<file path="src/rtl/rx_fifo_if.sv">
// rx_fifo_if: receiver/controller-side signal bundle for the Rx FIFO
interface rx_fifo_if #(
    parameter int DATA_W     = 8,
    parameter int DEPTH_LOG2 = 4
);
    logic                  clear_i;
    logic                  push_i;
    logic [DATA_W-1:0]     push_data_i;
    logic                  pop_i;
    logic [DATA_W-1:0]     pop_data_o;
    logic                  full_o;
    logic                  empty_o;
    logic [DEPTH_LOG2:0]   level_o;
    logic                  overflow_o;
    logic                  underflow_o;
    logic [DEPTH_LOG2:0]   thresh_i;
    logic                  thresh_o;

    modport master (
        output clear_i, push_i, push_data_i, pop_i, thresh_i,
        input  pop_data_o, full_o, empty_o, level_o, overflow_o, underflow_o, thresh_o
    );

    modport slave (
        input  clear_i, push_i, push_data_i, pop_i, thresh_i,
        output pop_data_o, full_o, empty_o, level_o, overflow_o, underflow_o, thresh_o
    );
endinterface

</file>
<file path="src/rtl/rx_fifo.sv">
// rx_fifo: first-word fall-through receive FIFO with sticky overflow/underflow flags.
// Optional fill-threshold flag is built only when RX_FIFO_THRESH_EN is defined.
module rx_fifo #(
    parameter int DATA_W     = 8,
    parameter int DEPTH_LOG2 = 4
) (
    input logic       clk_i,
    input logic       rst_i,
    rx_fifo_if.slave  bus
);
    localparam logic [DEPTH_LOG2:0] DEPTH_L = (DEPTH_LOG2+1)'(1 << DEPTH_LOG2);

    logic [DATA_W-1:0]     mem_q [1 << DEPTH_LOG2];
    logic [DEPTH_LOG2-1:0] wr_q, wr_d, rd_q, rd_d;
    logic [DEPTH_LOG2:0]   level_q, level_d;
    logic                  ovf_q, ovf_d, udf_q, udf_d;
    logic                  full, empty, do_push, do_pop;

    assign full  = level_q == DEPTH_L;
    assign empty = level_q == '0;

    // next-state: a pop on a full FIFO frees the slot for a same-cycle push; clear wins over both
    always_comb begin
        do_push = bus.push_i && (!full || bus.pop_i);
        do_pop  = bus.pop_i && !empty;
        wr_d    = bus.clear_i ? '0 : wr_q + DEPTH_LOG2'(do_push);
        rd_d    = bus.clear_i ? '0 : rd_q + DEPTH_LOG2'(do_pop);
        level_d = bus.clear_i ? '0 : level_q + (DEPTH_LOG2+1)'(do_push) - (DEPTH_LOG2+1)'(do_pop);
        ovf_d   = !bus.clear_i && (ovf_q || (bus.push_i && full && !bus.pop_i));
        udf_d   = !bus.clear_i && (udf_q || (bus.pop_i && empty));
    end

    // pointer, level and sticky flag registers
    always_ff @(posedge clk_i) begin
        if (rst_i) begin
            wr_q    <= '0;
            rd_q    <= '0;
            level_q <= '0;
            ovf_q   <= 1'b0;
            udf_q   <= 1'b0;
        end else begin
            wr_q    <= wr_d;
            rd_q    <= rd_d;
            level_q <= level_d;
            ovf_q   <= ovf_d;
            udf_q   <= udf_d;
        end
    end

    // storage array; contents deliberately not reset
    always_ff @(posedge clk_i) begin
        if (!rst_i && !bus.clear_i && do_push) mem_q[wr_q] <= bus.push_data_i;
    end

    assign bus.pop_data_o  = empty ? '0 : mem_q[rd_q];
    assign bus.full_o      = full;
    assign bus.empty_o     = empty;
    assign bus.level_o     = level_q;
    assign bus.overflow_o  = ovf_q;
    assign bus.underflow_o = udf_q;

`ifdef RX_FIFO_THRESH_EN
    logic thr_q, thr_d;

    // threshold compare against the level the FIFO will hold after this edge
    always_comb thr_d = (bus.thresh_i != '0) && (level_d >= bus.thresh_i);

    // registered threshold indication
    always_ff @(posedge clk_i) begin
        if (rst_i) thr_q <= 1'b0;
        else       thr_q <= thr_d;
    end

    assign bus.thresh_o = thr_q;
`else
    assign bus.thresh_o = 1'b0;
`endif
endmodule

</file>
<file path="src/flat_wrapper.sv">
// flat-port wrapper written by rule: the top's interface ports become plain ports
module rx_fifo_flat 
#(
    parameter int DATA_W     = 8,
    parameter int DEPTH_LOG2 = 4
)
  (clk_i, rst_i, bus_clear_i, bus_push_i, bus_push_data_i, bus_pop_i, bus_thresh_i, bus_pop_data_o, bus_full_o, bus_empty_o, bus_level_o, bus_overflow_o, bus_underflow_o, bus_thresh_o);
  rx_fifo_if #(.DATA_W(DATA_W), .DEPTH_LOG2(DEPTH_LOG2)) bus_i ();
  input logic clk_i;
  input logic rst_i;
  input wire logic [$bits(bus_i.clear_i)-1:0] bus_clear_i;
  input wire logic [$bits(bus_i.push_i)-1:0] bus_push_i;
  input wire logic [$bits(bus_i.push_data_i)-1:0] bus_push_data_i;
  input wire logic [$bits(bus_i.pop_i)-1:0] bus_pop_i;
  input wire logic [$bits(bus_i.thresh_i)-1:0] bus_thresh_i;
  output wire logic [$bits(bus_i.pop_data_o)-1:0] bus_pop_data_o;
  output wire logic [$bits(bus_i.full_o)-1:0] bus_full_o;
  output wire logic [$bits(bus_i.empty_o)-1:0] bus_empty_o;
  output wire logic [$bits(bus_i.level_o)-1:0] bus_level_o;
  output wire logic [$bits(bus_i.overflow_o)-1:0] bus_overflow_o;
  output wire logic [$bits(bus_i.underflow_o)-1:0] bus_underflow_o;
  output wire logic [$bits(bus_i.thresh_o)-1:0] bus_thresh_o;
  assign bus_i.clear_i = bus_clear_i;
  assign bus_i.push_i = bus_push_i;
  assign bus_i.push_data_i = bus_push_data_i;
  assign bus_i.pop_i = bus_pop_i;
  assign bus_i.thresh_i = bus_thresh_i;
  assign bus_pop_data_o = bus_i.pop_data_o;
  assign bus_full_o = bus_i.full_o;
  assign bus_empty_o = bus_i.empty_o;
  assign bus_level_o = bus_i.level_o;
  assign bus_overflow_o = bus_i.overflow_o;
  assign bus_underflow_o = bus_i.underflow_o;
  assign bus_thresh_o = bus_i.thresh_o;
  rx_fifo #(.DATA_W(DATA_W), .DEPTH_LOG2(DEPTH_LOG2)) u_core (.clk_i(clk_i), .rst_i(rst_i), .bus(bus_i));
endmodule
</file>
<file path="config.mk">
export PLATFORM = sky130hd
export DESIGN_NAME = rx_fifo_flat
export DESIGN_NICKNAME = d
export VERILOG_FILES = /design/src/rtl/rx_fifo_if.sv /design/src/rtl/rx_fifo.sv /design/src/flat_wrapper.sv
export SDC_FILE = /design/constraint.sdc
export NUM_CORES = 1
export LEC_CHECK = 0
export ABC_AREA = 1
export BUFFER_PORTS_ARGS = -buffer_cell sky130_fd_sc_hd__buf_2
export CAP_MARGIN = 20
export CORE_AREA = 2 2 104 117
export DETAILED_ROUTE_END_ITERATION = 10
export DIE_AREA = 0 0 106 119
export PLACE_DENSITY = 0.81
export SYNTH_ARGS = -nofsm -noshare
export SYNTH_HDL_FRONTEND = slang
export SYNTH_SLANG_ARGS = --single-unit
</file>
<file path="constraint.sdc">
create_clock -name clk_i -period 2.1 [get_ports clk_i]
set_clock_uncertainty 0.2 [all_clocks]
set_input_delay 0.105 -clock clk_i [delete_from_list [all_inputs] [get_ports clk_i]]
set_output_delay 0.105 -clock clk_i [all_outputs]
set_load 0.1 [all_outputs]
</file>
==> qor.log <==
[synth] largest cells by area after synthesis edfxtp_1 (63%), nand2_1 (13%), dfxtp_1 (5.0%)
[worst_setup_path] Data required, critical path 1.79 ns
[drt] Routed WL 20,100 um
[synth] part of the Yosys area used for sequential elements 68.4%
[global_route] initial antenna violation count 0
[synth] proportion of netlist area held by the largest area contributor 63.5%
[floorplanning] chip height 119 um
[job] number of max-cap violations 0
[timing] maximum clock frequency 0.420 GHz
[synth] Post-synth EDFFs 128
[cells_and_area] layout overhead on the synthesized area 42.4%
[worst_setup_path] startpoint type of the worst setup path flop
[synth] most numerous cell types in the synthesized netlist nand2_1 (217), edfxtp_1 (128), nor2_1 (44)
[placed_design] Post-Place Setup Slack -0.286 ns
[clocking] TritonCTS clock tree built
[timing] Final Hold Viols 0
[global_route] wire length of the first global-routing pass 27,000 um
[drt] Iter 0 DRT Violations 765
[floorplanning] area of the die 12,600 um2
[cells_and_area] sequential cell area in the final layout 4170 um2
[pwr] power density normalized to cell area 1230 nW/um2
[placed_design] placed cell area 6970 um2
[cells_and_area] area taken by multi-input logic gates 2240 um2
[cells_and_area] final layout net count 695
[cells_and_area] number of antenna repair diodes 0
[clocking] Sink Count 143
[synth] Avg Synthesized Cell Area 10.7 um2
[timing] Period Utilization, post-route 113%
[clocking] number of CTS-inserted buffers 17
[timing] Worst Tran Pin Value 0.504 ns
[global_route] aggregate global-route resource usage 29.1%
[hold_path] Worst Hold Launch bus_push_i
[timing] RSZ-0062 raised after global routing true
[synth] flops & latches, synth 143
[worst_setup_path] Max FO, Critical Path 8
[drt] routed vias/inst 6.23
[floorplanning] cell row count 42
[pwr] leakage dissipation 0.00342 uW
[worst_setup_path] beginning of the critical path u_core.rd_q[0]
[drt] number of optimization iterations in the first detailed-route pass 9
[drt] Via Count 5,198
[clocking] insertion delay to the later sink of the worst-skew pair 0.42 ns
[synth] ys async rst share 0%
[synth] synthesized area 6050 um2
[synth] library cell with the highest instance count after synthesis nand2_1
[cells_and_area] FILL cells 616
[drt] remaining routing DRC violations 0
[synth] number of distinct library cell variants in the gate-level netlist after synthesis 27
[timing] Relative slew margins 66.3%
[clocking] root cell of the clock tree clkbuf_16
[drt] number of routed nets with antenna violations 0
[floorplanning] CORE AREA 11,600 um2
[floorplanning] number of top-level pins 36
[worst_setup_path] path type of the worst setup path reg -> out
[synth] synthesized instance count 567
[synth] cell accounting for the most synthesized area edfxtp_1
[status] outcome finished with violations
[cells_and_area] ratio of cells with drive above 1 in the final layout 35.2%
[worst_setup_path] crit path DAT 2.08 ns
[worst_setup_path] FF-to-FF Start u_core.bus.level_o[3]
[drt] drt wl/cell 24.0 um
[clocking] post-CTS clock slew at the launch and capture registers of the worst setup and hold paths 0.06 ns
[timing] final critical-path required period 2.38 ns
[pwr] IR drop worst, VDD 1.38 mV
[placed_design] gpl congestion 0.831
[timing] final-report max-slew violation count 0
[pwr] Tot Pwr 10,600 uW
[global_route] vias in the first global route 4,914
[global_route] Congestion Overflow GR 0
[clocking] CTS HTree Levels 4
[floorplanning] die extent in x 106 um
[floorplanning] initial cell density of the core 52.1%
[timing] smallest setup slack after layout -0.281 ns
[synth] post-synthesis net count 594
[clocking] deepest clock path buffer count 2
[synth] count of yosys warnings during synthesis 0
[hold_path] class of the tightest hold or removal check in -> reg
[cells_and_area] Final Cell Area 8620 um2
[placed_design] Port Buffer Count 29
[worst_setup_path] Critical Path End Type output port
[placed_design] DP Wirelength 8930 um
[status] violations in the final reports negative setup slack
[global_route] pin count of the biggest net entering global routing 33
[timing] Final Setup Violations 123
[synth] flip-flop cell with the highest count after synthesis edfxtp_1
-- critical path, stage by stage (launching register included) --
cell and delay [ns]:
dfxtp_4 0.49, clkinv_8 0.12, buf_4 0.19, nand2_1 0.07
nand2_1 0.08, nand2_1 0.12, nand3_1 0.14, nor2_2 0.21
nor2_4 0.07, buf_12 0.16
-- cell usage in the layout (no fill, tap or decap), drive strengths merged, types with 15 or more instances in the layout --
| master | Yosys | layout |
|---|---|---|
| a21oi | 28 | 28 |
| buf | 23 | 86 |
| clkbuf | 0 | 24 |
| dfxtp | 15 | 15 |
| edfxtp | 128 | 128 |
| inv | 25 | 24 |
| nand2 | 218 | 218 |
| nand3 | 43 | 43 |
| nor2 | 46 | 46 |
| nor3 | 16 | 16 |
-- power breakdown --
group          switching (uW)  internal [uW]
clock                    1170           1980
combinational            2750           1480
sequential               59.0           3170
-- timing repair --
action	in CTS	in global routing
hold buffers	13	0
setup endpoints to repair	51	142
resized for setup	70	58
hold endpoints to repair	137	0
buffers inserted	12	8
pin swaps	12	19
cloned	5	5
-- state kept, by name (all words and copies together), names as in the netlist --
| name | flops |
|---|---|
| u_core.rd_q | 4 |
| u_core.bus.level_o | 5 |
| u_core.wr_q | 4 |
| u_core.bus.underflow_o | 1 |
| u_core.bus.overflow_o | 1 |
| u_core.mem_q | 128 |
-- per-layer routing --
layer | GRT usage, % | up-vias | share of wire (%)
met4 | 15.2 | 0 | 7.7
met1 | 34.3 | 2443 | 32
met3 | 7.06 | 136 | 12
met2 | 49.3 | 503 | 48
met5 | 0 | - | 0
li1 | - | 2116 | -
-- cell families after synthesis --
family                     count (synthesis)  synth area share, %
adders and majority gates                  9                 1.98
DFF                                      143                 68.4
AOI/OAI and AO/OA                         36                 3.08
and+or+nand+nor                          325                 21.9
xor gates and xnor gates                   3                0.434
buffers and inverters                     50                 4.11
other                                      1               0.0619
-- final timing paths --
kind	endpoint	slack (ns)	depth (start not counted)
setup / recovery	bus_pop_data_o[2]	-0.28	9
hold / removal	u_core.mem_q[6][1]	0.25	5
setup reg to reg	u_core.bus.level_o[4]	-0.15	13
hold reg to reg	u_core.bus.underflow_o	0.27	1
-- cell type report --
cell class	count	share of cell area, %
inverters	27	1.44
clock inverters	12	1.94
repair inverters	1	0.102
clock buffers	20	5.06
multi-input cells	374	25.9
well taps	154	2.23
flip-flops and latches	143	48.4
repair buffers	104	14.9
-- through the flow --
| step | setup TNS (ns) | utilization (%) | hold WS [ns] | std cells |
|---|---|---|---|---|
| 6_report | -5.15 | 74.3 | 0.254 | 835 |
| 5_1_grt | -12.16 | 74.3 | 0.265 | 835 |
| 4_1_cts | -0.797 | 70.8 | 0.113 | 823 |
| 3_5_place_dp | -0.883 | 60.0 | 0.237 | 762 |
| 3_3_place_gp | -0.161 | 60.0 | 0.213 | 762 |
| 2_1_floorplan | -28.69 | - | 0.00387 | 567 |
Note: power is estimated with default switching activity, not from simulation.
